**src/rtl/wb_stage_pkg.sv**
```systemverilog
// Shared definitions for the write-back stage and the control unit that feeds it.
package wb_stage_pkg;

    localparam int unsigned DATA_W_DEF = 32;
    localparam int unsigned ADDR_W_DEF = 5;
    localparam int unsigned CNT_W_DEF  = 32;

    // Register index hard-wired to zero; writes to it are discarded.
    localparam int unsigned REG_ZERO = 0;

    // Write-back control bundle produced by decode/control and carried to WB.
    typedef struct packed {
        logic reg_write;
        logic mem_to_reg;
        logic reg_dst;
    } wb_ctrl_t;

endpackage

```
**src/rtl/wb_pipe_reg.sv**
```systemverilog
// MEM/WB pipeline register: asynchronous active-low reset, flush turns the
// entry being captured into a bubble.
module wb_pipe_reg
    import wb_stage_pkg::*;
#(
    parameter int unsigned DATA_W = DATA_W_DEF,
    parameter int unsigned ADDR_W = ADDR_W_DEF
) (
    input  logic              clk,
    input  logic              reset,
    input  logic              flush,
    input  logic              in_valid,
    input  wb_ctrl_t          in_ctrl,
    input  logic [ADDR_W-1:0] in_rt,
    input  logic [ADDR_W-1:0] in_rd,
    input  logic [DATA_W-1:0] in_alu_result,
    input  logic [DATA_W-1:0] in_mem_data,
    output logic              valid_o,
    output wb_ctrl_t          ctrl_o,
    output logic [ADDR_W-1:0] rt_o,
    output logic [ADDR_W-1:0] rd_o,
    output logic [DATA_W-1:0] alu_result_o,
    output logic [DATA_W-1:0] mem_data_o
);

    logic              valid_q,      valid_d;
    wb_ctrl_t          ctrl_q,       ctrl_d;
    logic [ADDR_W-1:0] rt_q,         rt_d;
    logic [ADDR_W-1:0] rd_q,         rd_d;
    logic [DATA_W-1:0] alu_result_q, alu_result_d;
    logic [DATA_W-1:0] mem_data_q,   mem_data_d;

    // Next entry: every field is loaded each cycle; flush overrides in_valid.
    always_comb begin
        valid_d      = in_valid & ~flush;
        ctrl_d       = in_ctrl;
        rt_d         = in_rt;
        rd_d         = in_rd;
        alu_result_d = in_alu_result;
        mem_data_d   = in_mem_data;
    end

    // Stage register with asynchronous clear.
    always_ff @(posedge clk or negedge reset) begin
        if (!reset) begin
            valid_q      <= 1'b0;
            ctrl_q       <= '0;
            rt_q         <= '0;
            rd_q         <= '0;
            alu_result_q <= '0;
            mem_data_q   <= '0;
        end else begin
            valid_q      <= valid_d;
            ctrl_q       <= ctrl_d;
            rt_q         <= rt_d;
            rd_q         <= rd_d;
            alu_result_q <= alu_result_d;
            mem_data_q   <= mem_data_d;
        end
    end

    assign valid_o      = valid_q;
    assign ctrl_o       = ctrl_q;
    assign rt_o         = rt_q;
    assign rd_o         = rd_q;
    assign alu_result_o = alu_result_q;
    assign mem_data_o   = mem_data_q;

endmodule

```
**src/rtl/wb_stage.sv**
```systemverilog
// Write-back stage: MEM/WB register, write-back source select, $zero write
// suppression, same-cycle bypass to decode and a retired-instruction counter.
module wb_stage
    import wb_stage_pkg::*;
#(
    parameter int unsigned DATA_W = DATA_W_DEF,
    parameter int unsigned ADDR_W = ADDR_W_DEF,
    parameter int unsigned CNT_W  = CNT_W_DEF
) (
    input  logic              clk,
    input  logic              reset,
    input  logic              flush,
    input  logic              in_valid,
    input  logic              in_reg_write,
    input  logic              in_mem_to_reg,
    input  logic              in_reg_dst,
    input  logic [ADDR_W-1:0] in_rt,
    input  logic [ADDR_W-1:0] in_rd,
    input  logic [DATA_W-1:0] in_alu_result,
    input  logic [DATA_W-1:0] in_mem_data,
    input  logic [ADDR_W-1:0] rs_addr,
    input  logic [ADDR_W-1:0] rt_addr,
    output logic              reg_write,
    output logic [ADDR_W-1:0] write_reg,
    output logic [DATA_W-1:0] write_data,
    output logic              wb_valid,
    output logic              rs_fwd,
    output logic              rt_fwd,
    output logic [CNT_W-1:0]  retire_count
);

    wb_ctrl_t          in_ctrl;
    wb_ctrl_t          ctrl_r;
    logic              valid_r;
    logic [ADDR_W-1:0] rt_r;
    logic [ADDR_W-1:0] rd_r;
    logic [DATA_W-1:0] alu_result_r;
    logic [DATA_W-1:0] mem_data_r;

    logic [CNT_W-1:0]  retire_count_q, retire_count_d;

    assign in_ctrl = '{reg_write: in_reg_write, mem_to_reg: in_mem_to_reg, reg_dst: in_reg_dst};

    wb_pipe_reg #(
        .DATA_W (DATA_W),
        .ADDR_W (ADDR_W)
    ) u_pipe_reg (
        .clk           (clk),
        .reset         (reset),
        .flush         (flush),
        .in_valid      (in_valid),
        .in_ctrl       (in_ctrl),
        .in_rt         (in_rt),
        .in_rd         (in_rd),
        .in_alu_result (in_alu_result),
        .in_mem_data   (in_mem_data),
        .valid_o       (valid_r),
        .ctrl_o        (ctrl_r),
        .rt_o          (rt_r),
        .rd_o          (rd_r),
        .alu_result_o  (alu_result_r),
        .mem_data_o    (mem_data_r)
    );

    // Register-file write port and decode bypass, all from the held entry.
    always_comb begin
        write_reg  = ctrl_r.reg_dst    ? rd_r       : rt_r;
        write_data = ctrl_r.mem_to_reg ? mem_data_r : alu_result_r;
        reg_write  = valid_r & ctrl_r.reg_write & (write_reg != ADDR_W'(REG_ZERO));
        wb_valid   = valid_r;
        rs_fwd     = reg_write & (rs_addr == write_reg);
        rt_fwd     = reg_write & (rt_addr == write_reg);
    end

    // Every valid entry retires on the edge that replaces it; wraps freely.
    always_comb begin
        retire_count_d = retire_count_q + CNT_W'(valid_r);
    end

    // Retire counter register with asynchronous clear.
    always_ff @(posedge clk or negedge reset) begin
        if (!reset) begin
            retire_count_q <= '0;
        end else begin
            retire_count_q <= retire_count_d;
        end
    end

    assign retire_count = retire_count_q;

endmodule

```
**config.mk**
```make
export PLATFORM = sky130hd
export DESIGN_NAME = wb_stage
export DESIGN_NICKNAME = d
export VERILOG_FILES = /design/src/rtl/wb_stage_pkg.sv /design/src/rtl/wb_pipe_reg.sv /design/src/rtl/wb_stage.sv
export SDC_FILE = /design/constraint.sdc
export NUM_CORES = 1
export LEC_CHECK = 0
export ABC_AREA = 1
export ABC_CLOCK_PERIOD_IN_PS = 1900
export BUFFER_PORTS_ARGS = -buffer_cell sky130_fd_sc_hd__buf_2
export CORE_ASPECT_RATIO = 1.4
export CORE_MARGIN = 3
export CORE_UTILIZATION = 45
export CTS_BUF_LIST = sky130_fd_sc_hd__clkbuf_16
export DETAILED_ROUTE_END_ITERATION = 10
export PLACE_DENSITY = 0.7
export SETUP_SLACK_MARGIN = 0.02
export SLEW_MARGIN = 10
export SYNTH_ARGS = -nofsm -noshare
export SYNTH_HDL_FRONTEND = slang
export SYNTH_HIERARCHICAL = 1
export SYNTH_SLANG_ARGS = --single-unit
```
**constraint.sdc**
```tcl
create_clock -name clk -period 1.9 [get_ports clk]
set_input_delay 0 -clock clk [delete_from_list [all_inputs] [get_ports clk]]
set_output_delay 0 -clock clk [all_outputs]
set_load 0.1 [all_outputs]
```
* After elaboration in Yosys (flattened, before gate mapping) *
Cells that the tools add are included.

storage, ports and cells
  latch bits = 0
  bits in writable memories = 0
  bits in read-only memories = 0
  output and inout port bits = 73
  memories = 0
  word-level logic and storage cells = 21
  input bits = 91
  register bits = 110

operators by class
  eq/ne operators = 2
  divide/modulo/power cells = 0
  $mul = 0
  $add $sub $neg = 1
  shift-type cells = 0
  mux-type cells = 2
  bitwise logic cells = 6
  reductions and logical operators = 1
  magnitude comparators = 0

operator list
  kind                count
  $add A32 B1 Y32     1
  $mux W32            1
  $eq A5 B5 Y1        2
  $and A1 B1 Y1       5
  $mux W5             1
  $reduce_bool A5 Y1  1
  $not A1 Y1          1

* Longest topological paths before layout *
Gate-level depths: netlist of the first run.

  depth in word-level cells = 4
  gate-level depth with buffers = 9

* Cells and area by module *
The synthesis of the first run kept the hierarchy.

by module, submodules not included
  module       cells an instance  area an instance (um2)  instances
  wb_stage     319                2427.3                  1
  wb_pipe_reg  80                 1961.9                  1

* Worst setup path before layout of the first run *
No wires, ideal clock.

  path type = reg2out
  start = register u_pipe_reg.ctrl_q (netlist bit u_pipe_reg/ctrl_o[0])
  end = output port rs_fwd
  buffers on the path = 1
  cell stages (with the launch flop) = 9
  slack = -1.072 ns
  arrival time = 2.972 ns
  path through = dfrtp_1 buf_4 inv_4 nand2_1 nand2_1 nor2_1 nand3_1 nand3_1 nor2_1

between the ends
  longest elaborated chain between the ends = 4
  elaborated cells on any way between the ends = 5

RTL lines
  what                    line               RTL
  start, declared         wb_pipe_reg.sv:27  wb_ctrl_t ctrl_q, ctrl_d;
  start signal, assigned  wb_pipe_reg.sv:54  ctrl_q <= ctrl_d;
  $mux W5 (*)             wb_stage.sv:67     write_reg = ctrl_r.reg_dst ? rd_r : rt_r;
  net write_reg[1]        wb_stage.sv:24     output logic [ADDR_W-1:0] write_reg,
  $reduce_bool A5 Y1      wb_stage.sv:69     reg_write = valid_r & ctrl_r.reg_write & (write_reg != ADDR_W'(REG_ZERO));
  $and A1 B1 Y1           wb_stage.sv:69
  $and A1 B1 Y1 (*)       wb_stage.sv:71     rs_fwd = reg_write & (rs_addr == write_reg);
  end, declared           wb_stage.sv:27     output logic rs_fwd,

Mark *: on every way through the listed nets, which the timed path passes. The rest lies on a longest branch.

* Worst setup path in the final report of the first run *
  start = register u_pipe_reg.ctrl_q (netlist bit u_pipe_reg/ctrl_o[0])
  end = output port rs_fwd

between the ends
  longest elaborated chain between the ends = 4
  elaborated cells on any way between the ends = 5

RTL lines
  what                line
  $mux W5 (*)         wb_stage.sv:67
  $reduce_bool A5 Y1  wb_stage.sv:69
  $and A1 B1 Y1       wb_stage.sv:69
  $and A1 B1 Y1 (*)   wb_stage.sv:71

Every way passes the cells marked *; elsewhere a longest branch is shown, timed or not.

==> results of run 1 <==
[area by class of cell]
type	count	area (um2)
tap	110	138
clock buffer	9	225
inverter	33	130
fill	618	2370
sequential	110	2770
timing repair buffer	249	2230
multi-input combinational	251	1550
clock inverter	7	48.8
[where the power goes]
part | switching (mW) | internal, mW | leakage (nW) | total, mW
Sequential | 0.107 | 2.49 | 1.33 | 2.60
Combinational | 1.25 | 0.566 | 1.98 | 1.81
Clock | 0.854 | 0.894 | 0.131 | 1.75
[flip-flops by register name, summed over array words and instances, names as in the netlist]
name,cells
u_pipe_reg/rt_o,5
u_pipe_reg/valid_o,1
u_pipe_reg/rd_o,5
u_pipe_reg/alu_result_o,32
u_pipe_reg/ctrl_o,3
u_pipe_reg/mem_data_o,32
retire_count,32
[per-stage QoR]
| stage | setup WS [ps] | setup TNS, ps | util, % | instance area [um2] |
|---|---|---|---|---|
| after global routing | -2.44 | -2.44 | 74.9 | 7090 |
| after CTS | 24.4 | 0 | 74.7 | 7070 |
| final | 42.1 | 0 | 74.9 | 7090 |
| after global placement | 312 | 0 | 63.0 | 5960 |
| after floorplan | 21.7 | 0 | - | 4450 |
| after detailed placement | 204 | 0 | 63.0 | 5960 |
[worst max path at each step]
stage,from,to,slack (ps)
after global routing,u_pipe_reg/ctrl_o[0]$_DFF_PN0_,rs_fwd,-2
after CTS,u_pipe_reg/ctrl_o[0]$_DFF_PN0_,rs_fwd,20
after global placement,u_pipe_reg/ctrl_o[0]$_DFF_PN0_,reg_write,310
final,u_pipe_reg/ctrl_o[0]$_DFF_PN0_,rs_fwd,40
after detailed placement,u_pipe_reg/ctrl_o[0]$_DFF_PN0_,reg_write,200
after floorplan,retire_count[3]$_DFF_PN0_,retire_count[19]$_DFF_PN0_,20
[cell families (layout without fill, tap and decap cells)]
family	after synthesis	in the layout	synth area share (%)
simple gates	188	188	19.0
flops	110	110	62.7
buf+inv	38	298	3.48
fa+ha+maj	3	3	0.855
mux	32	32	8.21
xor+xnor	28	28	5.76
[repair_timing]
| action | 4_1_cts | 5_1_grt |
|---|---|---|
| gates resized for setup | 2 | 5 |
| hold endpoints to repair | 188 | 0 |
| endpoints found under the setup margin | 3 | 3 |
| hold buffers | 80 | 0 |
| pin swaps | 0 | 5 |
| setup buffers | 2 | 0 |
[cells in the mapped netlist, drive strengths merged]
master,n,area (um2)
buf,4,22.5
ha,3,37.5
xnor2,11,104
and3,1,6.26
inv,33,126
mux2,32,360
nand3b,3,22.5
nand3,17,85.1
clkbuf,1,3.75
nand2,111,442
nand4,1,6.26
nor2,53,250
nor3,2,21.3
dfrtp,110,2750
xor2,17,149
[metal layers]
layer | global-route usage [%] | part of all wire (%)
met2 | 44.6 | 57
met5 | 0 | 0
met1 | 25.1 | 35
met4 | 8.47 | 2.0
met3 | 4.70 | 5.6
==> impl_metrics.tcl, run 1 <==
set metrics [dict create \
    status "complete, no violations" \
    drive_above_1_share_pct 39.2 \
    die_y_um 123 \
    portBuffers 163 \
    wire_per_inst_um 15.9 \
    drt-pass1-iter-count 4 \
    setup_violations 0 \
    cts_tree "done" \
    drtAntennaViolNets 0 \
    min_period_ps 1860 \
    pin_count 164 \
    fin_skew_ps 2.94 \
    area_delta_synth_final_pct 61.5 \
    ys_seq_elements 110 \
    yosysSeqAreaShare_pct 62.7 \
    ir_drop_mv 0.779 \
    initial_utilization_pct 46.4 \
    slew-limit-headroom_pct 67.0 \
    cp-start-kind "flip-flop" \
    cp_num_cells 9 \
    drt_wl_total_mm 12.2 \
    grt_max_degree 47 \
    regToRegStartpoint "u_pipe_reg/valid_o$_DFF_PN0_" \
    tightest_slew_ps 498 \
    fin_crit_sh_pct 97.8 \
    placedCellCount 671 \
    drc 0 \
    fmaxAchievable_ghz 0.538 \
    endpoint_kind "primary output" \
    hpwlAfterDp_mm 8.36 \
    clkSinkCount 110 \
    vias_per_cell 4.82 \
    cp_cell_sequence "inv_4, nand2_1, nand2_4, nand2_1, nand2_1, nor2_1, nand3_1, nor2_4, buf_12" \
    hold_viol 0 \
    grt_overflow_total 0 \
    num-nets-final 748 \
    crit_type "flip-flop to primary output" \
    root_buffer "clkbuf_16" \
    synthesis.area_um2 4390 \
    die-area_um2 11000 \
    cp_common_cell "nand2_1" \
    rows 42 \
    total_power_mw 6.16 \
    reg2reg_depth 6 \
    final-instance-count-excl-fill 769 \
    drt-initial-drc-count 116 \
    avgSynthCellArea_um2 11.0 \
    synth_cell_types 26 \
    htree_levels 3 \
    vias 3709 \
    grt_antenna_before_repair 0 \
    clk_path_buf_depth 2 \
    die_w_um 89.5 \
    r2r_setup_slack_ps 260 \
    gp_congestion 0.868 \
    grt_first_pass_wirelength_mm 19.2 \
    antenna_cells 0 \
    hold_ws_ps 116 \
    worstPathRequired_ps 1900 \
    cts.clk_slew.worst_paths_ps 70 \
    final_cell_mix "127 x buf_2, 100 x dfrtp_1, 95 x nand2_1, 80 x dlygate4sd3_1, 41 x nor2_1" \
    path_delay_family "simple AND/OR/NAND/NOR gates" \
    hold_class "input pin to asynchronous set/reset pin" \
    syn_nets 493 \
    slowest_delay_ps 450 \
    power_density_nw_per_um2 869 \
    p_leak_nw 3.44 \
    crit_arrival_ps 1860 \
    slew_viol_final 0 \
    core_area_um2 9460 \
    r2r_end "retire_count[28]$_DFF_PN0_" \
    cp_num_buf_inv 2 \
    track_usage_pct 23.6 \
    path_max_fanout 8 \
    yosys_warnings 6 \
    numCtsBuffers 9 \
    critPathSlowestCell "dfrtp_2" \
    grt_pass1_vias 3971 \
    final_common_cell "buf_2" \
    rsz0062_at_grt "true" \
    insertion_delay_ps 340 \
    synth_cells 399 \
    maxCapViolCount 0 \
]
No activity file was read; power rests on OpenSTA's default activity.
==> run 2, diff against run 1 <==
- CORE_MARGIN: 3 -> default
==> run 2 against run 1 <==
Worst setup slack better by 40 ps. Register-to-register slack worse by 60 ps. Critical path depth decreased by 1. Combinational power is essentially flat. Clock power is 7% higher. Global-route usage is 2.9 points higher.
==> impl_metrics.tcl, run 2 (synthesis results as in run 1) <==
set metrics [dict create \
    drc 0 \
    htree_levels 3 \
    drt-pass1-iter-count 4 \
    comb_power_share_pct 28.8 \
    min_period_ps 1820 \
    die-area_um2 10200 \
    p_sw_share_pct 35.1 \
    tightest_slew_ps 578 \
    cp-start-kind "flip-flop" \
    slew_viol_final 0 \
    final_common_cell "buf_2" \
    cts.clk_slew.worst_paths_ps 70 \
    slew-limit-headroom_pct 61.4 \
    maxCapViolCount 0 \
    root_buffer "clkbuf_16" \
    grt_overflow_total 0 \
    drt_wl_total_mm 12.5 \
    grt_pass1_vias 4110 \
    critPathSlowestCell "dfrtp_2" \
    status "complete, no violations" \
    portBuffers 163 \
    die_y_um 119 \
    final_cell_mix "127 x buf_2, 100 x dfrtp_1, 97 x nand2_1, 80 x dlygate4sd3_1, 40 x nor2_1" \
    numCtsBuffers 9 \
    path_max_fanout 8 \
    placedCellCount 672 \
    tns_ps 0 \
    p_leak_nw 3.44 \
    die_w_um 85.5 \
    worst_slack_ps 82.6 \
    p_switching_mw 2.20 \
    rows 42 \
    fin_crit_sh_pct 95.7 \
    core_area_um2 9460 \
    seqPwrFrac_pct 41.4 \
    grt_max_degree 45 \
    power_density_nw_per_um2 886 \
    fmaxAchievable_ghz 0.550 \
    hold_ws_ps 206 \
    slowest_delay_ps 460 \
    grt_first_pass_wirelength_mm 20.1 \
    drive_above_1_share_pct 39.1 \
    crit_arrival_ps 1820 \
    cts_tree "done" \
    p_clk_share_pct 29.7 \
    track_usage_pct 26.5 \
    cp_cell_sequence "inv_4, nand2_1, nand2_4, nor2_1, nand3_1, nand3_4, nor2_4, buf_12" \
    vias 3735 \
    ir_drop_mv 0.545 \
    initial_utilization_pct 46.4 \
    clkSinkCount 110 \
    clk_path_buf_depth 2 \
    multi_input_area_um2 1560 \
    insertion_delay_ps 340 \
    crit_type "flip-flop to primary output" \
    final-instance-count-excl-fill 769 \
    hpwlAfterDp_mm 8.32 \
    ff_latch_area_um2 2770 \
    drt-initial-drc-count 163 \
    num-nets-final 748 \
    wire_per_inst_um 16.3 \
    area_delta_synth_final_pct 61.5 \
    pin_count 164 \
    hold_class "input pin to asynchronous set/reset pin" \
    fin_skew_ps 7.09 \
    setup_violations 0 \
    pre_cts_ws_ps 171 \
    n_fill_cell 614 \
    drtAntennaViolNets 0 \
    p_int_mw 4.08 \
    endpoint_kind "primary output" \
    rsz0062_at_grt "true" \
    gp_congestion 0.868 \
    worstPathRequired_ps 1900 \
    grt_antenna_before_repair 1 \
    hold_viol 0 \
    vias_per_cell 4.86 \
]
run 2: cell types whose count changed in the layout (fill, tap and decap cells not counted), sizes merged:
cell / delta
bufinv: +1
buf: -1
clkbuf: +1
diode: +1
clkinvlp: -1
clkinv: -1
run 2: cell type report:
cell class | count | area share (%)
repair buffers | 249 | 31.0
diodes | 1 | 0.0353
inverters | 33 | 1.84
clock buffers | 9 | 3.18
well taps | 110 | 1.94
clock inverters | 6 | 0.989
flip-flops and latches | 110 | 39.0
multi-input cells | 251 | 22.0
run 2: repair_timing:
| item | in CTS | in global routing |
|---|---|---|
| endpoints found under the setup margin | 3 | 3 |
| hold endpoints to repair | 119 | 0 |
| hold buffers | 80 | 0 |
| pin swaps | 0 | 1 |
| resized for setup | 2 | 5 |
| setup buffers | 0 | 1 |
run 2: path summary, 6_finish.rpt:
| check | slack (ps) | endpoint | from | cells after the start |
|---|---|---|---|---|
| min in group clk | 290 | u_pipe_reg/alu_result_o[29]$_DFF_PN0_ | in_alu_result[29] | 2 |
| max reg2reg | 200 | retire_count[24]$_DFF_PN0_ | u_pipe_reg/valid_o$_DFF_PN0_ | 8 |
| min | 210 | u_pipe_reg/alu_result_o[26]$_DFF_PN0_ | reset | 2 |
| max | 80 | rt_fwd | u_pipe_reg/ctrl_o[0]$_DFF_PN0_ | 8 |
| max in group asynchronous | 950 | u_pipe_reg/mem_data_o[1]$_DFF_PN0_ | reset | 3 |
| min reg2reg | 500 | retire_count[31]$_DFF_PN0_ | retire_count[31]$_DFF_PN0_ | 2 |
run 2: power groups by stage:
stage          registers [mW]  logic [mW]  clock network (mW)
6_report                 2.60        1.81                1.87
3_3_place_gp             2.64        1.64                   0
5_1_grt                  2.62        1.88                2.00
2_1_floorplan            3.05       0.711                   0
3_5_place_dp             2.65        1.66                   0
4_1_cts                  2.60        1.80                1.91
run 2: worst max-delay path, delay by kind of cell, from the launching register on:
kind	cells	cell delay (ps)
buffers and inverters	2	300
flip-flops	1	460
AND/OR/NAND/NOR	6	720
run 2: metrics by stage:
step,util (%),power (mW),cell area [um2]
3_3_place_gp,63.0,4.28,5960
4_1_cts,74.6,6.31,7060
6_report,74.9,6.28,7090
3_5_place_dp,63.0,4.31,5960
5_1_grt,74.9,6.50,7090
2_1_floorplan,-,3.76,4450
run 2: per-layer routing:
layer  vias up  part of all wire (%)  track usage, %
met3        37                   5.2            5.34
li1       1747                     -               -
met1      1803                    35            27.9
met2       148                    56            48.2
met5         -                     0               0
met4         0                   4.0            15.0
==> run 3, diff against run 2 <==
- ABC_CLOCK_PERIOD_IN_PS: 1900 -> 2200
- clock period: 1.9 -> 2.2 ns (I/O delays scaled with it)
==> run 3 against run 2 <==
Clock-buffer cell count stayed put. Clock skew is 1.1 ps lower. Critical path depth stayed put. Sequential power is 14% lower. Hold slack better by 41 ps.
==> impl_metrics.tcl, run 3 (synthesis results as in run 1) <==
set metrics [dict create \
    root_buffer "clkbuf_16" \
    fmaxAchievable_ghz 0.504 \
    fin_crit_sh_pct 90.3 \
    die-area_um2 10200 \
    drt-initial-drc-count 114 \
    hpwlAfterDp_mm 7.59 \
    cts.clk_slew.worst_paths_ps 70 \
    p_leak_nw 3.28 \
    cts_tree "done" \
    ir_drop_mv 0.393 \
    setup_violations 0 \
    drtAntennaViolNets 0 \
    crit_type "flip-flop to primary output" \
    worstPathRequired_ps 2200 \
    endpoint_kind "primary output" \
    die_w_um 85.5 \
    clk_path_buf_depth 2 \
    gp_congestion 0.928 \
    power_density_nw_per_um2 795 \
    drive_above_1_share_pct 36.6 \
    critPathSlowestCell "dfrtp_2" \
    area_delta_synth_final_pct 49.3 \
    cp_cell_sequence "inv_4, nand2_1, nand2_2, nor2_1, nand3_1, nand3_1, nor2_4, clkbuf_4" \
    core_area_um2 9460 \
    hold_class "input pin to asynchronous set/reset pin" \
    track_usage_pct 23.5 \
    vias_per_cell 4.82 \
    grt_antenna_before_repair 0 \
    grt_first_pass_wirelength_mm 18.1 \
    cp-start-kind "flip-flop" \
    drc 0 \
    postCtsSetupRepairBufs 0 \
    numCtsBuffers 9 \
    fin_skew_ps 6.00 \
    antenna_cells 0 \
    cp_common_cell "nand3_1" \
    r2r_setup_slack_ps 500 \
    rows 42 \
    dpl-instance-area_um2 5450 \
    reg2reg_depth 6 \
    wire_per_inst_um 14.9 \
    tns_ps 0 \
    vias 3704 \
    initial_utilization_pct 46.4 \
    num-nets-final 747 \
    final_cell_mix "155 x buf_2, 109 x dfrtp_1, 99 x nand2_1, 80 x dlygate4sd3_1, 42 x nor2_1" \
    slew-limit-headroom_pct 53.3 \
    drt-pass1-iter-count 4 \
    slew_viol_final 0 \
    maxCapViolCount 0 \
    drt_wl_total_mm 11.4 \
    htree_levels 3 \
    grt_pass1_vias 3966 \
    pin_count 164 \
    portBuffers 163 \
    min_period_ps 1990 \
    fin_area_um2 6550 \
    grt_max_degree 56 \
    insertion_delay_ps 340 \
    slowest_delay_ps 470 \
    clkSinkCount 110 \
    critPathCapture "rt_fwd" \
    cp-startpoint "u_pipe_reg/ctrl_o[0]$_DFF_PN0_" \
    grt_overflow_total 0 \
    final_common_cell "buf_2" \
    path_max_fanout 9 \
    rsz0062_at_grt "false" \
    die_y_um 119 \
    hold_viol 0 \
    status "complete, no violations" \
    r2r_end "retire_count[28]$_DFF_PN0_" \
    crit_arrival_ps 1990 \
    tightest_slew_ps 701 \
    regToRegStartpoint "u_pipe_reg/valid_o$_DFF_PN0_" \
]
==> run 3: cell count changes in the layout (fill, tap and decap cells not counted), sizes merged <==
cell	previous run	this run
diode	1	0
clkbuf	10	12
inv	34	36
clkinvlp	2	1
buf	168	165
==> run 3: how the worst min path moves through the flow <==
stage	from	endpoint	cells past startpoint
final	reset	u_pipe_reg/mem_data_o[11]$_DFF_PN0_	2
after floorplan	reset	retire_count[0]$_DFF_PN0_	0
after detailed placement	reset	u_pipe_reg/mem_data_o[11]$_DFF_PN0_	1
after global routing	in_alu_result[18]	u_pipe_reg/alu_result_o[18]$_DFF_PN0_	2
after global placement	reset	u_pipe_reg/mem_data_o[13]$_DFF_PN0_	1
after CTS	reset	u_pipe_reg/mem_data_o[11]$_DFF_PN0_	2
==> run 3: per-layer routing <==
layer	share of wire, %	GRT usage (%)	vias to the layer above
met5	0	0	-
li1	-	-	1746
met4	4.1	13.4	0
met1	37	25.2	1764
met3	5.2	3.95	40
met2	54	43.0	154
==> run 3: report_power, final <==
| group | leakage, nW | switching [mW] | internal, mW |
|---|---|---|---|
| Combinational | 1.78 | 1.04 | 0.346 |
| Sequential | 1.35 | 0.0932 | 2.14 |
| Clock | 0.153 | 0.701 | 0.887 |
| Total | 3.28 | 1.83 | 3.38 |
==> run 3: worst max-delay path: cells and delay by family (launching register included) <==
kind                   cells  cell delay [ps]
DFF                        1              470
buffers and inverters      2              440
and+or+nand+nor            6              730
==> run 3: layout make-up <==
| type | count | area (um2) |
|---|---|---|
| clock buffers | 9 | 225 |
| clock inverters | 7 | 72.6 |
| fillers | 701 | 2910 |
| inverters | 33 | 130 |
| multi-input cells | 251 | 1510 |
| flip-flops and latches | 110 | 2750 |
| well taps | 110 | 138 |
| repair buffers | 248 | 1720 |
==> run 3: stage by stage <==
step,setup WS [ps],util [%],hold WS [ps],total power [mW],cells
finish,214,69.3,247,5.21,768
detailed placement,446,57.6,94.0,3.55,672
global placement,499,57.6,79.8,3.52,672
global route,97.4,69.3,284,5.40,768
floorplan,21.1,-,-296,3.23,399
CTS,67.1,69.2,262,5.27,768
==> run 3: what timing repair did <==
item	CTS	global route
endpoints found under the setup margin	0	3
hold buffers	80	0
gates resized for setup	0	4
endpoints found under the hold margin	130	0
